## src/rtl/dcm_clk_div.sv

```systemverilog
// Clock manager: fixed divide clk_1, programmable 2^(P+1) divide clk_2; outputs registered, settings apply at clk_2 half-period boundaries.
// Optional `DCM_LOCKED_EN adds a locked flag that rises at the first clk_2 rise after the latest setting took effect.
module dcm_clk_div #(
  parameter int unsigned CLK1_DIV   = 2,
  parameter logic [2:0]  PROG_RESET = 3'd0
) (
  input  logic       clk,
  input  logic       rst,
  input  logic       update,
  input  logic [2:0] prog_in,
  output logic [2:0] prog_out,
  output logic       clk_1,
  output logic       clk_2
`ifdef DCM_LOCKED_EN
  ,
  output logic       locked
`endif
);

  localparam int unsigned HALF1 = CLK1_DIV / 2;
  localparam int unsigned C1W   = (HALF1 > 1) ? $clog2(HALF1) : 1;
  localparam logic [C1W-1:0] C1_TC = C1W'(HALF1 - 1);

  logic [C1W-1:0] r_cnt1;
  logic           r_clk1;
  logic [6:0]     r_cnt2;
  logic           r_clk2;
  logic [2:0]     r_active;
  logic [2:0]     r_pending;
  logic           r_pend_vld;

  logic [7:0]     w_half;
  logic [6:0]     w_tc;
  logic           w_bnd;
  logic           w_apply;
  logic [2:0]     w_next_act;

  // Half-period of 128 wraps the 7-bit terminal count to 127 as intended.
  assign w_half     = 8'd1 << r_active;
  assign w_tc       = 7'(w_half - 8'd1);
  assign w_bnd      = (r_cnt2 == w_tc);
  assign w_apply    = w_bnd & (update | r_pend_vld);
  assign w_next_act = update ? prog_in : r_pending;

  always_ff @(posedge clk) begin
    if (!rst) begin
      r_cnt1     <= '0;
      r_clk1     <= 1'b0;
      r_cnt2     <= '0;
      r_clk2     <= 1'b0;
      r_active   <= PROG_RESET;
      r_pending  <= PROG_RESET;
      r_pend_vld <= 1'b0;
    end else begin
      if (r_cnt1 == C1_TC) begin
        r_cnt1 <= '0;
        r_clk1 <= ~r_clk1;
      end else begin
        r_cnt1 <= r_cnt1 + C1W'(1);
      end

      if (w_bnd) begin
        r_cnt2 <= '0;
        r_clk2 <= ~r_clk2;
      end else begin
        r_cnt2 <= r_cnt2 + 7'd1;
      end

      // A same-edge update bypasses the pending register straight into active.
      if (w_apply) begin
        r_active   <= w_next_act;
        r_pend_vld <= 1'b0;
      end else if (update) begin
        r_pending  <= prog_in;
        r_pend_vld <= 1'b1;
      end
    end
  end

`ifdef DCM_LOCKED_EN
  logic r_locked;

  always_ff @(posedge clk) begin
    if (!rst || update) begin
      r_locked <= 1'b0;
    end else if (w_bnd && !r_clk2) begin
      r_locked <= 1'b1;
    end
  end

  assign locked = r_locked;
`endif

  assign prog_out = r_active;
  assign clk_1    = r_clk1;
  assign clk_2    = r_clk2;

endmodule

```

## config.mk

```make
export PLATFORM = sky130hd
export DESIGN_NAME = dcm_clk_div
export DESIGN_NICKNAME = d
export VERILOG_FILES = /design/src/rtl/dcm_clk_div.sv
export SDC_FILE = /design/constraint.sdc
export NUM_CORES = 1
export LEC_CHECK = 0
export BUFFER_PORTS_ARGS = -buffer_cell sky130_fd_sc_hd__buf_2
export CORE_MARGIN = 2
export CORE_UTILIZATION = 48
export DETAILED_ROUTE_END_ITERATION = 8
export GPL_TIMING_DRIVEN = 0
export PLACE_DENSITY_LB_ADDON = 0.1
export SLEW_MARGIN = 30
export SYNTH_ARGS = -nofsm -noshare
export SYNTH_HDL_FRONTEND = slang
export SYNTH_SLANG_ARGS = --single-unit
```

## constraint.sdc

```tcl
create_clock -name clk -period 1.7 [get_ports clk]
set_input_delay 0.085 -clock clk [delete_from_list [all_inputs] [get_ports clk]]
set_output_delay 0.085 -clock clk [all_outputs]
set_load 0.01 [all_outputs]
```

==> results of run 1 <==
## registers in the layout, summed over array words and instances, names as in the netlist
signal and count:
clk_2 1, prog_out 3, r_pend_vld 1, r_cnt1 1
clk_1 1, r_pending 3, r_cnt2 7
## cells by family (layout without fill, tap and decap cells)
kind of cell | after synthesis | after routing | synth area share
AND/OR/NAND/NOR | 32 | 32 | 0.186
AO/OA/AOI/OAI | 18 | 18 | 0.169
other | 1 | 1 | 0.00460
flip-flops | 17 | 17 | 0.417
adder cells (fa/ha/maj) | 1 | 1 | 0.0153
buffers and inverters | 6 | 21 | 0.0383
XOR/XNOR | 9 | 9 | 0.0966
multiplexers | 6 | 6 | 0.0736
## worst reg2reg max path, cell delays in order, from the launching register on
cell and delay, ns:
dfxtp_4 0.36, or3_1 0.35, a211o_1 0.25, a32o_2 0.29
or3_1 0.36, a21oi_1 0.12
## cell usage in the layout, fill, tap and decap left out, types with 3 or more instances in the layout
master,netlist,layout
dfxtp_1,17,14
buf_4,0,3
clkbuf_4,0,3
nand3_1,3,3
mux2i_1,6,6
clkbuf_1,2,3
buf_2,0,9
nor2_1,11,10
nand2_1,7,6
a311oi_1,3,3
xor2_1,5,5
xnor2_1,4,4
a31oi_1,4,3
## how the worst max path moves through the flow
stage / end / slack [ns] / cells past startpoint
2_1_floorplan: clk_2 / -0.12 / 6
3_3_place_gp: r_cnt2[3] / -0.16 / 6
3_5_place_dp: r_pending[2] / -0.18 / 6
4_1_cts: clk_2 / -0.09 / 5
5_1_grt: clk_2 / -0.14 / 5
6_report: clk_2 / -0.08 / 5
## layer usage
layer	wire length [µm]	vias up	track usage
li1	-	353	-
met5	0	-	0
met4	27	0	0.0882
met1	802	299	0.261
met2	611	14	0.269
met3	55	4	0.0360
## through the flow
step | worst slack [ns] | hold WS [ns] | TNS, ns
after floorplan | -0.121 | 0.224 | -0.532
after global placement | -0.157 | 0.342 | -1.86
after detailed placement | -0.182 | 0.349 | -2.13
after CTS | -0.0884 | 0.0277 | -0.140
after global routing | -0.141 | 0.0413 | -0.847
final | -0.0820 | 0.0302 | -0.135
## power breakdown
group	total [µW]	switching, µW	internal [µW]
clock network	219	127	91.6
registers	546	64.6	481
logic	619	347	271
total	1380	539	844
## what timing repair did
action / CTS / global route
hold buffers: 0 / 0
setup buffers: 3 / 0
hold endpoints to repair: 0 / 0
pin swaps: 11 / 4
endpoints found under the setup margin: 15 / 15
cloned: 0 / 0
resized for setup: 8 / 2
## layout make-up
| class | instances | share of cell area |
|---|---|---|
| well taps | 16 | 0.0209 |
| repair buffers | 12 | 0.0704 |
| clock buffers | 4 | 0.0274 |
| flip-flops and latches | 17 | 0.361 |
| inverters | 2 | 0.00782 |
| plain buffers | 3 | 0.0222 |
| multi-input cells | 67 | 0.490 |
==> reports/metrics.yaml, run 1 <==
hold_path_class: "in2reg"
cp_max_fo: 5
grt_max_degree: 10
grt_pass1_wl_um: 2700
final_cell_area_um2: 960
p_total_uw: 1380
rsz0062_at_grt: "yes"
routabilityCongestion: 0.771
io-pin-count: 11
grt_use_total: 0.185
finalSetupViolations: 4
die_area_um2: 2050
synthArstFlopShare: 0
cp_num_buf_inv: 0
critical_path_class: "reg2reg"
clock.fmax_ghz: 0.561
r2r_cells: 5
drt-vias-per-instance: 5.54
clock_skew_ns: 0.000815
antennaDiodeCount: 0
drtIter0Drc: 22
portBuffers: 9
finalCritPeriodShare: 1.05
h-tree-depth: 1
fin_cells: 121
peakVddDrop_mv: 0.724
overflow: 0
hold_viol: 0
clockBufferDepth: 2
fillers: 133
antenna_found_initial: 0
path_cells: "or3_1 -> a211o_1 -> a32o_2 -> or3_1 -> a21oi_1"
slowest_stage: "dfxtp_4"
die_w_um: 45.2
yosysSeqAreaShare: 0.417
syn_area_per_cell_um2: 9.06
cts_tree: "built"
yosysMostFrequentCell: "dfxtp_1"
leakagePower_uw: 0.000408
initial_core_util: 0.529
synthToLayoutAreaGrowth_pct: 17.6
worst_ep_required_time_ns: 1.94
drive_gt1_frac: 0.267
syn_area_um2: 816
worstSkewPairLatency_ns: 0.30
reg2reg_slack_ns: -0.08
vias: 670
syn-num-nets: 97
synth_edf_count: 0
ff_latch_area_um2: 347
rr_endpoint: "clk_2"
multi_input_area_um2: 470
synth_area_leader_cell: "dfxtp_1"
cts_buffers: 3
drc_errors: 0
grt_pass1_vias: 635
synth.distinct_cells: 32
reg2reg_from: "prog_out[2]"
rows: 14
cp_slowest_stage_delay_ns: 0.36
dp_hpwl_um: 1070
postRouteAntennaNets: 0
critPathTopFamily: "simple AND/OR/NAND/NOR gates"
path_clk_slew_ns: 0.09
worstSetupStartpoint: "prog_out[2]"
core_area_um2: 1540
ys_warn_count: 0
place_area_um2: 882
min_period_ns: 1.78
dp_cells: 115
worst_setup_path_start_kind: "flip-flop"
min_path_cells: 3
utilization: 0.623
worst_path_most_repeated_cell: "or3_1"
die_h_um: 45.2
synth_flop_cell: "dfxtp_1"
netlist_top_cells_count: "dfxtp_1 (17), nor2_1 (11), nand2_1 (7)"
timing.max_cap.violations: 0
synth_cells: 90
routed_wl_um: 1500
worstPathArrival_ns: 2.02
status: "complete, but fails checks"
layout.nets: 113
ys_ff_latch: 17
cp-end-kind: "flip-flop"
layout_setup_ws_ns: -0.0820
min_from: "prog_in[0]"
cts_root_buf: "clkbuf_4"
powerDensity_nw_per_um2: 1440
cts.sinks: 17
holdPathEnd: "r_pending[0]"
synth_top_area_frac: 0.417
synth.area.top_cells: "dfxtp_1 (42%), mux2i_1 (7.4%), xor2_1 (5.4%)"
wire_per_inst_um: 12.4
violations: "negative setup slack"
slew_violations: 0
dr.pass1.iters: 4
Power figures use the tool's default switching activity.
==> inputs of run 2 (changes only) <==
--- a/config.mk
+++ b/config.mk
@@ -7,7 +7,7 @@
 export LEC_CHECK = 0
 export BUFFER_PORTS_ARGS = -buffer_cell sky130_fd_sc_hd__buf_2
 export CORE_MARGIN = 2
-export CORE_UTILIZATION = 48
+export CORE_UTILIZATION = 35
 export DETAILED_ROUTE_END_ITERATION = 8
 export GPL_TIMING_DRIVEN = 0
 export PLACE_DENSITY_LB_ADDON = 0.1
==> reports/metrics.yaml, run 2 (synthesis gave the netlist of run 1 again) <==
utilization: 0.452  # -0.170
min_from: "prog_in[0]"
routabilityCongestion: 0.693  # -10%
layout.nets: 115  # +1.8%
wl_met2_um: 690  # +13%
vias: 683  # +1.9%
postRouteAntennaNets: 0  # unchanged
grt_max_degree: 11  # +1
top_register: "r_cnt2"
path_clk_slew_ns: 0.10  # about the same
drive_gt1_frac: 0.308  # +0.0417
status: "complete, but fails checks"
grt_use_total: 0.144  # -0.0411
drt-vias-per-instance: 5.06  # -8.6%
drtIter0Drc: 6  # -73%
dr.pass1.iters: 4  # unchanged
core_area_um2: 2210  # +44%
cts_buffers: 3  # unchanged
dp_slack_ns: -0.200  # -0.0180 ns
layout_commonest_cell: "dfxtp_1"
reg2reg_slack_ns: -0.07  # about the same
slowest_stage: "or3_1"
timing.max_cap.violations: 0  # unchanged
worst_path_most_repeated_cell: "or3_1"
reg2reg_from: "r_cnt2[5]"
cts.sinks: 17  # unchanged
place_area_um2: 897  # +1.7%
finalCritPeriodShare: 1.04  # -0.00714
min_period_ns: 1.77  # -0.0121 ns
leakagePower_uw: 0.000423  # +3.7%
rr_endpoint: "clk_2"
grt_pass1_vias: 655  # +3.1%
layout_setup_ws_ns: -0.0699  # +0.0121 ns
worst_setup_path_start_kind: "flip-flop"
worstPathArrival_ns: 2.01  # about the same
final_cell_mix: "dfxtp_1 (13), nor2_1 (10), buf_2 (9), mux2i_1 (6), nand2_1 (6)"
synthToLayoutAreaGrowth_pct: 22.7
final_cell_area_um2: 1000  # +4.3%
hold_viol: 0  # unchanged
cp_slowest_stage_delay_ns: 0.36  # about the same
slew_violations: 0  # unchanged
dp_hpwl_um: 1150  # +8.1%
critical_path_class: "reg2reg"
fin_cells: 135  # +12%
die_h_um: 52.3  # +16%
clock.fmax_ghz: 0.565  # +0.69%
violations: "negative setup slack"
drc_errors: 0  # unchanged
die_w_um: 52.3  # +16%
holdPathEnd: "r_pending[0]"
grt_pass1_wl_um: 2840  # +5.4%
min_path_cells: 3  # unchanged
routed_wl_um: 1610  # +7.7%
dp_cells: 127  # +10%
portBuffers: 9  # unchanged
r2r_cells: 5  # unchanged
cts_tree: "built"
h-tree-depth: 1  # unchanged
rows: 17  # +3
cts_root_buf: "clkbuf_4"
powerDensity_nw_per_um2: 1410  # -2.0%
worst_ep_required_time_ns: 1.94  # about the same
path_cells: "or3_1 -> a211o_1 -> a32o_2 -> or3_1 -> a21oi_1"
initial_core_util: 0.369  # -0.160
antenna_found_initial: 0  # unchanged
rsz0062_at_grt: "yes"
drt-met1-wl_um: 807  # +0.62%
highest_layer: "met4"
clock_skew_ns: 0.00426  # +0.00344 ns
largest_register_ff_count: 7  # unchanged
wl_met3_um: 66  # +20%
die_area_um2: 2730  # +34%
clockBufferDepth: 2  # unchanged
hold_path_class: "in2reg"
worstSkewPairLatency_ns: 0.30  # about the same
cp_max_fo: 5  # unchanged
io-pin-count: 11  # unchanged
overflow: 0  # unchanged
peakVddDrop_mv: 0.607  # -16%
cp-end-kind: "flip-flop"
wire_per_inst_um: 11.9  # -3.5%
antennaDiodeCount: 0  # unchanged
finalSetupViolations: 5  # +1
==> run 2: cell count changes in the layout (fill, tap and decap cells not counted), sizes merged <==
cell,before,now
buf,12,14
clkbuf,7,6
clkinv,0,1
==> run 2: worst max path at each step <==
stage,slack (ns),start,cells past startpoint,to
after global routing,-0.14,r_cnt2[5],5,clk_2
final,-0.07,r_cnt2[5],5,clk_2
after detailed placement,-0.20,prog_out[2],6,r_cnt2[2]
after floorplan,-0.12,prog_out[2],6,clk_2
after global placement,-0.20,prog_out[2],6,r_cnt2[3]
after CTS,-0.08,r_cnt2[5],5,clk_2
==> run 2: cell type report <==
type / instances / area (µm²)
Timing Repair Buffer: 14 / 82.6
Clock inverter: 1 / 5.00
Multi-Input combinational cell: 67 / 479
Tap cell: 28 / 35.0
Fill cell: 224 / 1210
Sequential cell: 17 / 348
Clock buffer: 3 / 22.5
Buffer: 3 / 21.3
Inverter: 2 / 7.51
==> run 2: per-stage QoR <==
step           total power (µW)  hold WS (ns)  setup TNS, ns
2_1_floorplan               974         0.224         -0.532
3_3_place_gp               1090         0.340          -2.23
3_5_place_dp               1100         0.351          -2.35
4_1_cts                    1380        0.0275         -0.221
5_1_grt                    1530        0.0290          -1.07
6_report                   1410        0.0324         -0.179
==> run 2: power by group <==
group	switching (µW)	internal (µW)
Clock	135	87.8
Combinational	357	285
Sequential	67.5	481
==> run 2: repair_timing <==
item                                    in CTS  in global routing
resized for setup                            9                  3
pin swaps                                    6                  4
setup buffers                                5                  0
endpoints found under the setup margin      15                 15
hold buffers                                 0                  0
gates cloned                                 0                  0
==> run 2: critical path: cells and delay by family, from the launching register on <==
kind             cells  cell delay [ns]
AO/OA/AOI/OAI        3             0.67
flip-flops           1             0.33
AND/OR/NAND/NOR      2             0.72
==> run 2: layer usage <==
| metal | global-route usage | up-vias |
|---|---|---|
| li1 | - | 352 |
| met1 | 0.187 | 314 |
| met2 | 0.217 | 12 |
| met3 | 0.0257 | 5 |
| met4 | 0.0897 | 0 |
| met5 | 0 | - |
